### src/rtl/chdr_pattern_checker_sat_counter.sv
// Error counter that sticks at its maximum value instead of wrapping.
module chdr_sat_counter #(
   parameter int W = 32
) (
   input  logic         rfnoc_chdr_clk,
   input  logic         rfnoc_chdr_rst,
   input  logic         clr,
   input  logic         inc,
   output logic [W-1:0] cnt
);

   always_ff @(posedge rfnoc_chdr_clk) begin
      if (rfnoc_chdr_rst || clr) begin
         cnt <= '0;
      end else if (inc && (cnt != '1)) begin
         cnt <= cnt + 1'b1;
      end
   end

endmodule

### config.mk
export PLATFORM = sky130hd
export DESIGN_NAME = chdr_sat_counter
export DESIGN_NICKNAME = d
export VERILOG_FILES = /design/src/rtl/chdr_pattern_checker_sat_counter.sv
export SDC_FILE = /design/constraint.sdc
export NUM_CORES = 1
export LEC_CHECK = 0
export BUFFER_PORTS_ARGS = -buffer_cell sky130_fd_sc_hd__buf_2
export CORE_MARGIN = 2
export CORE_UTILIZATION = 53
export DETAILED_ROUTE_END_ITERATION = 10
export PLACE_DENSITY = 0.85
export SLEW_MARGIN = 10
export SYNTH_ARGS = -nofsm -noshare
export SYNTH_HDL_FRONTEND = slang
export SYNTH_SLANG_ARGS = --single-unit
### constraint.sdc
create_clock -name rfnoc_chdr_clk -period 2.6 [get_ports rfnoc_chdr_clk]
set_input_delay 0.39 -clock rfnoc_chdr_clk [delete_from_list [all_inputs] [get_ports rfnoc_chdr_clk]]
set_output_delay 0.39 -clock rfnoc_chdr_clk [all_outputs]
set_load 0.02 [all_outputs]
==> impl_metrics.json <==
{
  "fin_area_mm2": 0.00189,
  "wl_met1_um": 1650,
  "ys_seq_area_share_pct": 38.1,
  "grt_pass1_wl_um": 6010,
  "largest_reg_flops": 32,
  "finalNonFillerCells": 266,
  "die_w_um": 60.3,
  "p_sw_mw": 0.170,
  "ys_ff_latch": 32,
  "irDropWorstVdd_v": 0.000258,
  "fin_tns_setup_ns": 0,
  "crit_slowest_cell": "o31ai_4",
  "maxCapViolCount": 0,
  "firstDrtPassIters": 5,
  "initial_utilization_pct": 55.5,
  "dieArea_mm2": 0.00364,
  "power.total_mw": 0.758,
  "grt_use_total_pct": 21.9,
  "wl_per_cell_um": 13.7,
  "wl_met3_um": 164,
  "antenna_found_initial": 0,
  "slowest_delay_ns": 0.62,
  "avgViaCountPerCell": 5.83,
  "routabilityCongestion": 0.793,
  "die_y_um": 60.3,
  "fillerInstances": 276,
  "dr_wl_met2_um": 1770,
  "power.share.sequential_pct": 65.0,
  "fp-row-count": 20,
  "avgSynthCellArea_um2": 8.90,
  "root_buffer": "clkbuf_4",
  "cts_setup_buffers": 0,
  "vias": 1552,
  "status": "completed",
  "synth_area_leader_cell": "dfxtp_1",
  "worst-path-max-fanout": 17,
  "worst_slack_ns": 0.393,
  "netSwitchingFraction_pct": 22.5,
  "min_period_over_period_pct": 84.9,
  "final_common_cell": "buf_2",
  "ant_nets": 0,
  "reg_top3": "cnt (32)",
  "p_int_mw": 0.588,
  "regMostFlops": "cnt",
  "post_cts_resized": 0,
  "ys_types": 36,
  "grt_setup_unrepaired": "false",
  "startpoint": "cnt[0]",
  "clk_pin_slew_worst_paths_ns": 0.09,
  "synth_top_area_share_pct": 38.1,
  "power_leakage_nw": 0.622,
  "crit_family": "compound AO/OA/AOI/OAI gates",
  "fmax_ghz": 0.453,
  "n_antenna_cell": 0,
  "pre_cts_ws_ns": 0.400,
  "clk_latency_ns": 0.33,
  "synth_area_leaders": "dfxtp_1, a21oi_1, or3_1",
  "port_buffers": 35,
  "drt-initial-drc-count": 109,
  "startpoint_type": "flop",
  "grt_overflow_total": 0,
  "grt_max_degree": 33,
  "h-tree-depth": 2,
  "comb_power_share_pct": 3.3,
  "worst_pin_slew_ns": 0.733,
  "area_growth_pct": 12.5,
  "cts_inserted_buffers": 5,
  "syn_inst": 189,
  "synth_nets": 194,
  "cp.required_ns": 2.79,
  "layout-drive-gt1-share_pct": 30.2,
  "power_density_mw_per_mm2": 401,
  "period_needed_ns": 2.21,
  "dp_cells": 261,
  "worstPathCellList": "ha_1, and3_2, nand4_2, o31ai_4, buf_4, or4_1, a21oi_1",
  "hold_viol_final": 0,
  "drc_errors": 0,
  "endpoint_kind": "flop",
  "cts_hold_buf": 0,
  "dp_hpwl_um": 2560,
  "slew_headroom_pct": 50.4,
  "cts_buffer_depth": 2,
  "final_max_slew_viol_count": 0,
  "cts_tree": "built",
  "nets": 229,
  "num_io_pins": 36,
  "yosysWarnings": 0,
  "grt_pass1_vias": 1366,
  "crit_buf_inv": 1,
  "drt-total-wl_um": 3640,
  "final_cell_mix": "buf_2, dfxtp_1, a21oi_1, or3_1, nand2_1",
  "coreArea_mm2": 0.00303,
  "critical_path_arrival_ns": 2.39,
  "min_from": "inc",
  "place_area_mm2": 0.00185,
  "routed.top_layer": "met4",
  "clock_sinks": 32,
  "r2r_start": "cnt[0]",
  "netlist_area_mm2": 0.00168,
  "finClkSkew_ns": 0.00953,
  "clockPowerShare_pct": 31.8,
  "hold_class": "primary input to flop",
  "crit_type": "flop to flop",
  "setup_viol": 0
}
## cells in the mapped netlist
library cell / count
dfxtp_1: 32
a21oi_1: 22
or3_1: 15
nand2_1: 12
nand3_1: 11
o21ai_0: 10
o31ai_1: 9
or4_1: 9
nand4_1: 8
o21ai_1: 8
a21oi_2: 7
and4_1: 4
buf_6: 4
inv_1: 4
nor2_1: 4
or3_2: 4
clkbuf_1: 3
and3_2: 2
and4_4: 2
nand2_2: 2
o31ai_4: 2
and2_1: 1
and3_4: 1
and4_2: 1
dlygate4sd1_1: 1
ha_1: 1
mux2i_1: 1
nand4_2: 1
o21ai_2: 1
o311ai_1: 1
o311ai_4: 1
or2_1: 1
or2_2: 1
or4_4: 1
xnor2_1: 1
xor2_1: 1
## logic make-up (layout without fill, tap and decap cells)
| logic type | count (synthesis) | count (layout) | share of synthesized area (%) |
|---|---|---|---|
| muxes | 1 | 1 | 0.595 |
| xor gates and xnor gates | 2 | 2 | 1.04 |
| AOI/OAI and AO/OA | 61 | 61 | 24.7 |
| adders and majority gates | 1 | 1 | 0.744 |
| buffers and inverters | 12 | 45 | 4.76 |
| and+or+nand+nor | 80 | 80 | 30.1 |
| DFF | 32 | 32 | 38.1 |
## metrics by stage
step           hold WS [ns]  util, %
5_1_grt               0.417     62.5
3_5_place_dp          0.490     61.2
6_report              0.441     62.5
3_3_place_gp          0.482     61.2
4_1_cts               0.421     62.5
2_1_floorplan         0.556        -
## worst register-to-register path: stages, from the launching register on
cell	delay [ns]
dfxtp_1	0.43
ha_1	0.22
and3_2	0.21
nand4_2	0.17
o31ai_4	0.62
buf_4	0.26
or4_1	0.11
a21oi_1	0.06
## power by group through the flow
stage	Sequential (mW)	Combinational, mW	Clock [mW]
floorplan	0.505	0.0193	0
CTS	0.492	0.0250	0.247
finish	0.492	0.0247	0.241
global placement	0.504	0.0247	0
detailed placement	0.504	0.0248	0
global route	0.493	0.0273	0.266
## routing by layer
layer  vias up  global-route usage, %
met5         -                      0
met4         0                   8.89
met3         6                   5.76
met2        34                   36.5
met1       717                   26.9
li1        795                      -
## final timing paths
kind / cells after the start / slack [ns] / end
setup / recovery: 7 / 0.39 / cnt[14]
hold / removal: 3 / 0.44 / cnt[16]
setup reg to reg: 7 / 0.39 / cnt[14]
hold reg to reg: 2 / 0.50 / cnt[7]
## layout make-up
cell class                 instances  area (um2)  area share, %
multi-input combinational        145         961           50.8
inverter                           4        15.0          0.794
tap                               44        55.1           2.91
sequential                        32         641           33.9
timing repair buffer              36         183           9.66
clock buffer                       5        37.5           1.98
Note: power is estimated with default switching activity, not from simulation.
